## config.mk

```make
export PLATFORM = sky130hd
export DESIGN_NAME = tpu_tile_scheduler
export DESIGN_NICKNAME = d
export VERILOG_FILES = /design/src/rtl/tpu_tile_scheduler.sv
export SDC_FILE = /design/constraint.sdc
export NUM_CORES = 1
export LEC_CHECK = 0
export ABC_AREA = 1
export CAP_MARGIN = 20
export CORE_ASPECT_RATIO = 2
export CORE_MARGIN = 5
export CORE_UTILIZATION = 45
export CTS_CLUSTER_DIAMETER = 200
export DETAILED_ROUTE_END_ITERATION = 10
export GPL_ROUTABILITY_DRIVEN = 1
export PLACE_DENSITY = 0.67
export REMOVE_ABC_BUFFERS = 1
export SYNTH_ARGS = -nofsm -noshare
export SYNTH_HDL_FRONTEND = slang
export SYNTH_SLANG_ARGS = --single-unit
```

## constraint.sdc

```tcl
create_clock -name clk -period 5.53 [get_ports clk]
set_clock_uncertainty 0.15 [all_clocks]
set_input_delay 0.553 -clock clk [delete_from_list [all_inputs] [get_ports clk]]
set_output_delay 0.553 -clock clk [all_outputs]
set_load 0.02 [all_outputs]
```

## src/rtl/tpu_tile_scheduler.sv

```systemverilog
// Walks the (M/4)x(N/4) output tiles of a matrix job in row-major order,
// launching the 4x4 tile engine once per tile and reporting job completion.
//
// state     | meaning
// ----------+---------------------------------------------------------
// IDLE      | waiting for a start with legal dimensions
// LAUNCH    | first cycle of a tile launch, core_in_valid raised
// WAIT_ACK  | core_in_valid held until the engine reports busy
// WAIT_DONE | engine working on the current tile
// NEXT      | advance tile indices, decide between next tile and finish
// FIN       | one-cycle done pulse
module tpu_tile_scheduler #(
   parameter int ADDR_BITS = 16,
   parameter int DIM_BITS  = 8
) (
   input  logic                 clk,
   input  logic                 rst_n,
   input  logic                 start,
   input  logic [DIM_BITS-1:0]  K,
   input  logic [DIM_BITS-1:0]  M,
   input  logic [DIM_BITS-1:0]  N,
   input  logic                 abort,
   output logic                 busy,
   output logic                 done,
   output logic                 err,
   output logic                 core_in_valid,
   output logic [DIM_BITS-1:0]  core_K,
   input  logic                 core_busy,
   output logic [ADDR_BITS-1:0] a_base,
   output logic [ADDR_BITS-1:0] b_base,
   output logic [ADDR_BITS-1:0] c_base,
   output logic [DIM_BITS-1:0]  tile_m,
   output logic [DIM_BITS-1:0]  tile_n
);

   localparam logic [2:0] IDLE      = 3'd0;
   localparam logic [2:0] LAUNCH    = 3'd1;
   localparam logic [2:0] WAIT_ACK  = 3'd2;
   localparam logic [2:0] WAIT_DONE = 3'd3;
   localparam logic [2:0] NEXT      = 3'd4;
   localparam logic [2:0] FIN       = 3'd5;

   logic [2:0]          state_q, state_d;
   logic [DIM_BITS-1:0] k_q, k_d;
   logic [DIM_BITS-1:0] mt_q, mt_d;
   logic [DIM_BITS-1:0] nt_q, nt_d;
   logic [DIM_BITS-1:0] tile_m_q, tile_m_d;
   logic [DIM_BITS-1:0] tile_n_q, tile_n_d;
   logic                err_q, err_d;

   logic dims_legal;
   logic last_col;
   logic last_tile;

   assign dims_legal = (K != '0) && (K[1:0] == 2'b00) &&
                       (M != '0) && (M[1:0] == 2'b00) &&
                       (N != '0) && (N[1:0] == 2'b00);

   assign last_col  = (tile_n_q == nt_q - DIM_BITS'(1));
   assign last_tile = last_col && (tile_m_q == mt_q - DIM_BITS'(1));

   always_comb begin
      state_d  = state_q;
      k_d      = k_q;
      mt_d     = mt_q;
      nt_d     = nt_q;
      tile_m_d = tile_m_q;
      tile_n_d = tile_n_q;
      err_d    = err_q;
      case (state_q)
         IDLE: begin
            if (start) begin
               if (dims_legal) begin
                  k_d      = K;
                  mt_d     = {2'b00, M[DIM_BITS-1:2]};
                  nt_d     = {2'b00, N[DIM_BITS-1:2]};
                  tile_m_d = '0;
                  tile_n_d = '0;
                  err_d    = 1'b0;
                  state_d  = LAUNCH;
               end else begin
                  err_d = 1'b1;
               end
            end
         end
         LAUNCH:    state_d = WAIT_ACK;
         WAIT_ACK:  if (core_busy)  state_d = WAIT_DONE;
         WAIT_DONE: if (!core_busy) state_d = NEXT;
         NEXT: begin
            // Indices stay on the final tile so FIN still shows the last addresses
            if (last_tile) begin
               state_d = FIN;
            end else begin
               state_d = LAUNCH;
               if (last_col) begin
                  tile_n_d = '0;
                  tile_m_d = tile_m_q + DIM_BITS'(1);
               end else begin
                  tile_n_d = tile_n_q + DIM_BITS'(1);
               end
            end
         end
         FIN:     state_d = IDLE;
         default: state_d = IDLE;
      endcase
      if (abort && (state_q != IDLE)) state_d = IDLE;
   end

   always_ff @(posedge clk or negedge rst_n) begin
      if (!rst_n) begin
         state_q  <= IDLE;
         k_q      <= '0;
         mt_q     <= '0;
         nt_q     <= '0;
         tile_m_q <= '0;
         tile_n_q <= '0;
         err_q    <= 1'b0;
      end else begin
         state_q  <= state_d;
         k_q      <= k_d;
         mt_q     <= mt_d;
         nt_q     <= nt_d;
         tile_m_q <= tile_m_d;
         tile_n_q <= tile_n_d;
         err_q    <= err_d;
      end
   end

   // Outputs decode the registered state, so reset removes them asynchronously
   assign busy          = (state_q != IDLE);
   assign done          = (state_q == FIN);
   assign core_in_valid = (state_q == LAUNCH) || (state_q == WAIT_ACK);
   assign err           = err_q;
   assign core_K        = k_q;
   assign tile_m        = tile_m_q;
   assign tile_n        = tile_n_q;

   // Multiplying operands already cut to ADDR_BITS gives the same low bits as
   // the full-width product, so wrap-around matches a truncated wide multiply.
   assign a_base = ADDR_BITS'(tile_m_q) * ADDR_BITS'(k_q);
   assign b_base = ADDR_BITS'(tile_n_q) * ADDR_BITS'(k_q);
   assign c_base = (ADDR_BITS'(tile_m_q) * ADDR_BITS'(nt_q) + ADDR_BITS'(tile_n_q))
                   * ADDR_BITS'(4);

endmodule

```

==> results.yml, run 1 <==
synth:
  synth.most_common_cell: "nand2_1"
  postSynthCellCount: 1246
  synth-async-reset-ratio_pct: 100
  post-synth-top-area-fraction_pct: 23.1
  most_frequent_cells_after_synthesis: "nand2_1 (356), inv_1 (320), ha_1 (108)"
  syn_area_per_cell_um2: 7.10
  synth_enable_flop_cells: 0
  synth.largest_area_cell: "fa_1"
  ys_ff_latch: 40
  synth.distinct_cells: 42
  yosysWarnings: 0
  main_synth_ff_type: "dfrtp_1"
  share_of_synthesized_area_occupied_by_flip_flops_and_latches_pct: 11.3
  syn-cell-area_um2: 8850
  synth_area_leaders: "fa_1 (23%), ha_1 (15%), nand2_1 (15%)"
clock_network:
  clk_path_buf_depth: 2
  cts_num_sinks: 40
  tritoncts_clock_tree: "built"
  clk-insertion-delay-late_ns: 0.29
  h-tree-depth: 2
  numCtsBuffers: 5
  clk_root_buffer_cell: "clkbuf_16"
  clk_pin_slew_worst_paths_ns: 0.06
  hold_buf_cts: 0
status:
  status: "finished clean"
final_layout:
  area_overhead_vs_synth_pct: 19.0
  nets: 1604
  filler_cell_count: 1918
  antenna_cells: 0
  drive_gt1_share_pct: 8.49
  instances_no_fill: 1625
  final_area_um2: 10500
timing:
  max_freq_mhz: 189
  setup_tns_final_ns: 0
  finalSetupViolations: 0
  timing.final.crit_share_pct: 95.8
  finalHoldViolations: 0
  holdWs_ns: 0.250
  finalCriticalPeriod_ns: 5.30
  drv_slew: 0
  worstMarginPinSlew_ns: 0.972
  worst_slew_margin_relative_to_its_limit_pct: 35.0
  grt_setup_unrepaired: "no"
power:
  share_clk_of_total_power_pct: 7.1
  power_density_nw_per_um2: 398
  power.net_switching_mw: 2.19
  swShare_pct: 52.4
  max-vdd-ir-drop_mv: 0.532
  power_leakage_nw: 6.82
  seqPwrFrac_pct: 12.0
  comb_pwr_share_pct: 80.9
  internal_power_mw: 1.99
global_routing:
  overflow: 0
  antenna_found_initial: 0
  first_global_vias: 8202
  grtUsageTotal_pct: 21.1
  grt_pass1_wl_um: 38200
  grt_max_degree: 41
routing:
  drc: 0
  drt.antenna.violating_nets: 0
  routed_wirelength_um: 22600
  vias: 7869
  vias_per_cell: 4.84
  route.detailed.wl_per_inst_um: 13.9
  drt_first_iter_violations: 175
  drt_pass1_iterations: 5
floorplan:
  placement_rows: 72
  die_w_um: 109
  die-height_um: 208
  die-area_um2: 22700
  initial_utilization_pct: 45.7
  top_level_ports: 105
  placeable_core_region_um2: 19400
flow_run:
  max_cap_viol_count: 0
critical_path:
  setup.worst_path.start_class: "register"
  cp-end-kind: "output port"
  cp_data_required_time_ns: 4.83
  crit_type: "reg -> out"
  cp_max_fo: 10
  critPathArrivalTime_ns: 4.59
place:
  routabilityCongestion: 0.883
  placedCellCount: 1616
  dp_hpwl_um: 19500
  numPortBuffers: 102
  detailed_place.area_um2: 10400
hold_path:
  worstHoldPathType: "in -> async"
## worst paths after layout
check,cells after the start,from,slack (ns),end
hold / removal,1,rst_n,0.25,core_K[4]
max in group asynchronous,1,rst_n,4.33,tile_m[5]
setup reg to reg,7,state_q[0],2.77,core_K[3]
hold reg to reg,1,err,0.34,err
min in group clk,1,err,0.34,err
setup / recovery,15,tile_m[3],0.23,c_base[12]
## cell type report
cell class              instances  area [um^2]  area share [%]
inverters                     330         1250            11.9
clock buffers                   6          139            1.32
well taps                     259          324            3.08
flip-flops and latches         40         1010            9.60
clock inverters                 2         15.0           0.143
repair buffers                163         1460            13.9
multi-input cells             825         6330            60.1
## layer usage
| layer | share of wire (%) | track usage [%] | vias to the layer above |
|---|---|---|---|
| li1 | - | - | 3890 |
| met1 | 33 | 21.2 | 3772 |
| met2 | 59 | 41.8 | 157 |
| met3 | 3.0 | 1.49 | 50 |
| met4 | 4.8 | 9.81 | 0 |
| met5 | 0 | 0 | - |
## what timing repair did
action / 4_1_cts / 5_1_grt
buffers inserted: 0 / 1
resized for setup: 20 / 42
endpoints found under the setup margin: 18 / 21
pin swaps: 0 / 4
gates cloned: 0 / 0
## metrics by stage
stage / power, mW / utilization [%] / setup WS (ns)
2_1_floorplan: 2.58 / - / 0.407
6_report: 4.19 / 54.4 / 0.234
3_5_place_dp: 3.95 / 53.6 / 0.0551
3_3_place_gp: 3.89 / 53.6 / 0.0786
4_1_cts: 4.25 / 54.3 / 0.0154
5_1_grt: 4.64 / 54.4 / 0.00305
## critical path: stages, from the launching register on
cell and delay, ns:
dfrtp_2 0.49, buf_4 0.17, nand2_1 0.05, inv_1 0.06, fa_1 0.49, fa_1 0.54, fa_1 0.55, inv_1 0.05
fa_1 0.50, inv_1 0.04, ha_1 0.36, a21oi_1 0.20, o21ai_1 0.12, a21oi_1 0.17, xor2_1 0.15, dlygate4sd2_1 0.35
## power by group through the flow
| stage | Combinational [mW] | Sequential, mW | Clock, mW |
|---|---|---|---|
| after floorplan | 1.98 | 0.600 | 0 |
| after detailed placement | 3.44 | 0.504 | 0 |
| final | 3.39 | 0.502 | 0.299 |
| after CTS | 3.44 | 0.501 | 0.307 |
| after global placement | 3.39 | 0.501 | 0 |
| after global routing | 3.81 | 0.513 | 0.317 |
## state kept, by name (all words and copies together), names as in the netlist
register and flops:
tile_m 8, state_q 3, nt_q 6, err 1, tile_n 8, core_K 8, mt_q 6
## placed cells by master, fill, tap and decap left out, types with 2 or more instances in the layout
cell / netlist / layout
nor2_2: 2 / 2
clkbuf_16: 0 / 5
a21o_1: 2 / 2
o21bai_1: 6 / 6
ha_1: 108 / 108
o21ai_0: 20 / 16
xor2_1: 38 / 38
clkinvlp_4: 0 / 2
o211ai_1: 2 / 2
dfrtp_2: 0 / 8
buf_4: 7 / 61
nand2_2: 7 / 7
inv_1: 320 / 320
conb_1: 1 / 2
dfrtp_1: 40 / 32
nand3_1: 41 / 41
clkdlybuf4s50_1: 0 / 78
fa_1: 102 / 102
o21ai_1: 4 / 8
clkinv_1: 3 / 3
dlygate4sd2_1: 0 / 4
nand3_2: 2 / 2
nor2_1: 47 / 47
nor3b_1: 2 / 2
xnor2_1: 13 / 13
a21oi_1: 34 / 34
nand4_1: 15 / 15
dlymetal6s2s_1: 0 / 8
nor2_4: 3 / 3
nand2_1: 356 / 356
nor3_1: 8 / 8
inv_2: 4 / 4
nand3_4: 2 / 2
inv_4: 2 / 2
clkbuf_2: 0 / 8
## cell families after synthesis
group / count (synthesis) / synth area share (%)
flops: 40 / 11.3
buf+inv: 382 / 17.2
compound gates: 71 / 4.47
fa+ha+maj: 210 / 38.3
simple gates: 491 / 23.6
other cells: 1 / 0.0424
xor+xnor: 51 / 5.05
(Power assumes the default switching activity.)
==> run 2, diff against run 1 <==
==> constraint.sdc (replaced) <==
create_clock -name clk -period 5.53 [get_ports clk]
set_clock_uncertainty 0.15 [all_clocks]
set_input_delay 1.106 -clock clk [delete_from_list [all_inputs] [get_ports clk]]
set_output_delay 1.106 -clock clk [all_outputs]
set_load 0.02 [all_outputs]
==> results.yml, run 2 (synthesis results as in run 1) <==
routing:
  drc: 0
  drt.antenna.violating_nets: 0
  route.detailed.wl_per_inst_um: 14.3
  vias: 8438
  drt_first_iter_violations: 287
  routed_wirelength_um: 24900
  drt_pass1_iterations: 6
  vias_per_cell: 4.85
timing:
  worst_slew_margin_relative_to_its_limit_pct: 36.5
  worstMarginPinSlew_ns: 0.950
  finalCriticalPeriod_ns: 5.54
  postLayoutSetupSlackWorst_ns: -0.0150
  finalHoldViolations: 0
  max_freq_mhz: 180
  setup_tns_final_ns: -0.0215
  timing.final.crit_share_pct: 100
  finalSetupViolations: 3
  drv_slew: 0
  grt_setup_unrepaired: "yes"
floorplan:
  die-height_um: 208
  top_level_ports: 105
  initial_utilization_pct: 45.7
  placeable_core_region_um2: 19400
  die_w_um: 109
  die-area_um2: 22700
  placement_rows: 72
final_layout:
  final_util_pct: 62.6
  regArea_um2: 1020
  instances_no_fill: 1739
  antenna_cells: 0
  drive_gt1_share_pct: 25.5
  multi_input_area_um2: 6970
  layout.cells.most_common: "nand2_1"
  final_area_um2: 12100
  nets: 1719
  filler_cell_count: 1727
  most_frequent_cells_in_the_layout: "nand2_1 (320), inv_1 (291), buf_4 (170)"
  area_overhead_vs_synth_pct: 37.0
global_routing:
  grt_util_met3_pct: 1.67
  overflow: 0
  grtUsageTotal_pct: 21.7
  global_route.usage.met2_pct: 43.6
  first_global_vias: 8790
  grt_pass1_wl_um: 39900
  antenna_found_initial: 0
  grt_max_degree: 41
  grt_busiest_layer: "met2"
  gr-usage-met1_pct: 20.6
critical_path:
  crit_top_cell: "fa_1"
  cp-end-kind: "output port"
  crit_path_max_incr_delay_ns: 0.53
  cp_max_fo: 3
  r2r-start: "state_q[0]"
  cp_data_required_time_ns: 4.27
  r2r_slack_ns: 2.85
  crit_type: "reg -> out"
  list_of_cells_traversed_by_the_critical_path: "buf_4 > nand2_1 > inv_1 > fa_1 > fa_1 > fa_1 > inv_1 > fa_1 > inv_2 > ha_4 > inv_1 > nor3_2 > nand2_1 > o211ai_1 > a21oi_1 > xor2_1 > buf_4"
  crit_path_top_delay_cell: "fa_1"
  setup.worst_path.start_class: "register"
  critPathArrivalTime_ns: 4.29
  setup.worst_path.start: "core_K[7]"
power:
  max-vdd-ir-drop_mv: 0.715
  power_density_nw_per_um2: 435
  power_leakage_nw: 7.39
  totalPowerFinal_mw: 5.28
clock_network:
  numCtsBuffers: 5
  tritoncts_clock_tree: "built"
  clk_pin_slew_worst_paths_ns: 0.06
  h-tree-depth: 2
  clk_root_buffer_cell: "clkbuf_16"
  clk-insertion-delay-late_ns: 0.28
  clk_path_buf_depth: 2
  hold_buf_cts: 0
  cts_num_sinks: 40
hold_path:
  hold_start: "err"
  worstHoldPathType: "reg -> reg"
place:
  detailed_place.area_um2: 11100
  routabilityCongestion: 0.946
  placedCellCount: 1703
  numPortBuffers: 102
  dp_hpwl_um: 20300
status:
  status: "complete, but fails checks"
  violations_in_the_final_reports: "setup timing"
flow_run:
  max_cap_viol_count: 0
run 2: changes by cell type in the layout (fill, tap and decap cells not counted), moves of 12 or more:
cell     before  now
buf_4        61  170
nand2_4       1   13
inv_1       320  291
buf_6         1   19
nand2_1     356  320
inv_2         4   30
ha_4          0   21
ha_1        108   87
nand2_2       7   31
a21oi_1      34   18
run 2: report_power, final:
part	total, mW	internal (mW)	leakage [nW]	switching (mW)
Combinational	4.52	2.14	6.85	2.39
Clock	0.277	0.164	0.0657	0.113
Sequential	0.477	0.368	0.478	0.109
run 2: worst paths after layout:
kind                               to  cells past startpoint
max reg2reg                 core_K[6]                      7
min reg2reg                       err                      1
min in group asynchronous   tile_n[7]                      1
max in group asynchronous   tile_m[5]                      1
max                        a_base[13]                     17
min                               err                      1
run 2: final cells by class:
class                   instances  area share (%)
clock buffers                   5            1.03
clock inverters                 2           0.103
inverters                     330            10.4
multi-input cells             825            57.5
flip-flops and latches         40            8.38
well taps                     259            2.67
repair buffers                278            20.0
run 2: per-layer routing:
metal  share of wire [%]  up-vias
li1                    -     4115
met1                  32     4040
met2                  59      192
met3                 2.6       91
met4                 6.5        0
met5                   0        -
run 2: critical path: cells and delay by family, from the launching register on:
kind,cells,cell delay [ns]
fa+ha+maj,5,2.29
buf+inv,6,0.54
flops,1,0.42
compound gates,2,0.30
simple gates,3,0.28
xor+xnor,1,0.18
run 2: what timing repair did:
action                     4_1_cts  5_1_grt
setup endpoints to repair       29       30
gates resized for setup        162      161
hold endpoints to repair         0        0
pin swaps                       26       97
buffers inserted                 3       27
run 2: stage by stage:
stage / setup WS, ns / hold slack (ns)
after global placement: -0.422 / 0.328
after detailed placement: -0.402 / 0.335
after floorplan: -0.146 / 0.344
final: -0.0150 / 0.341
after CTS: -0.123 / 0.348
after global routing: -0.220 / 0.388
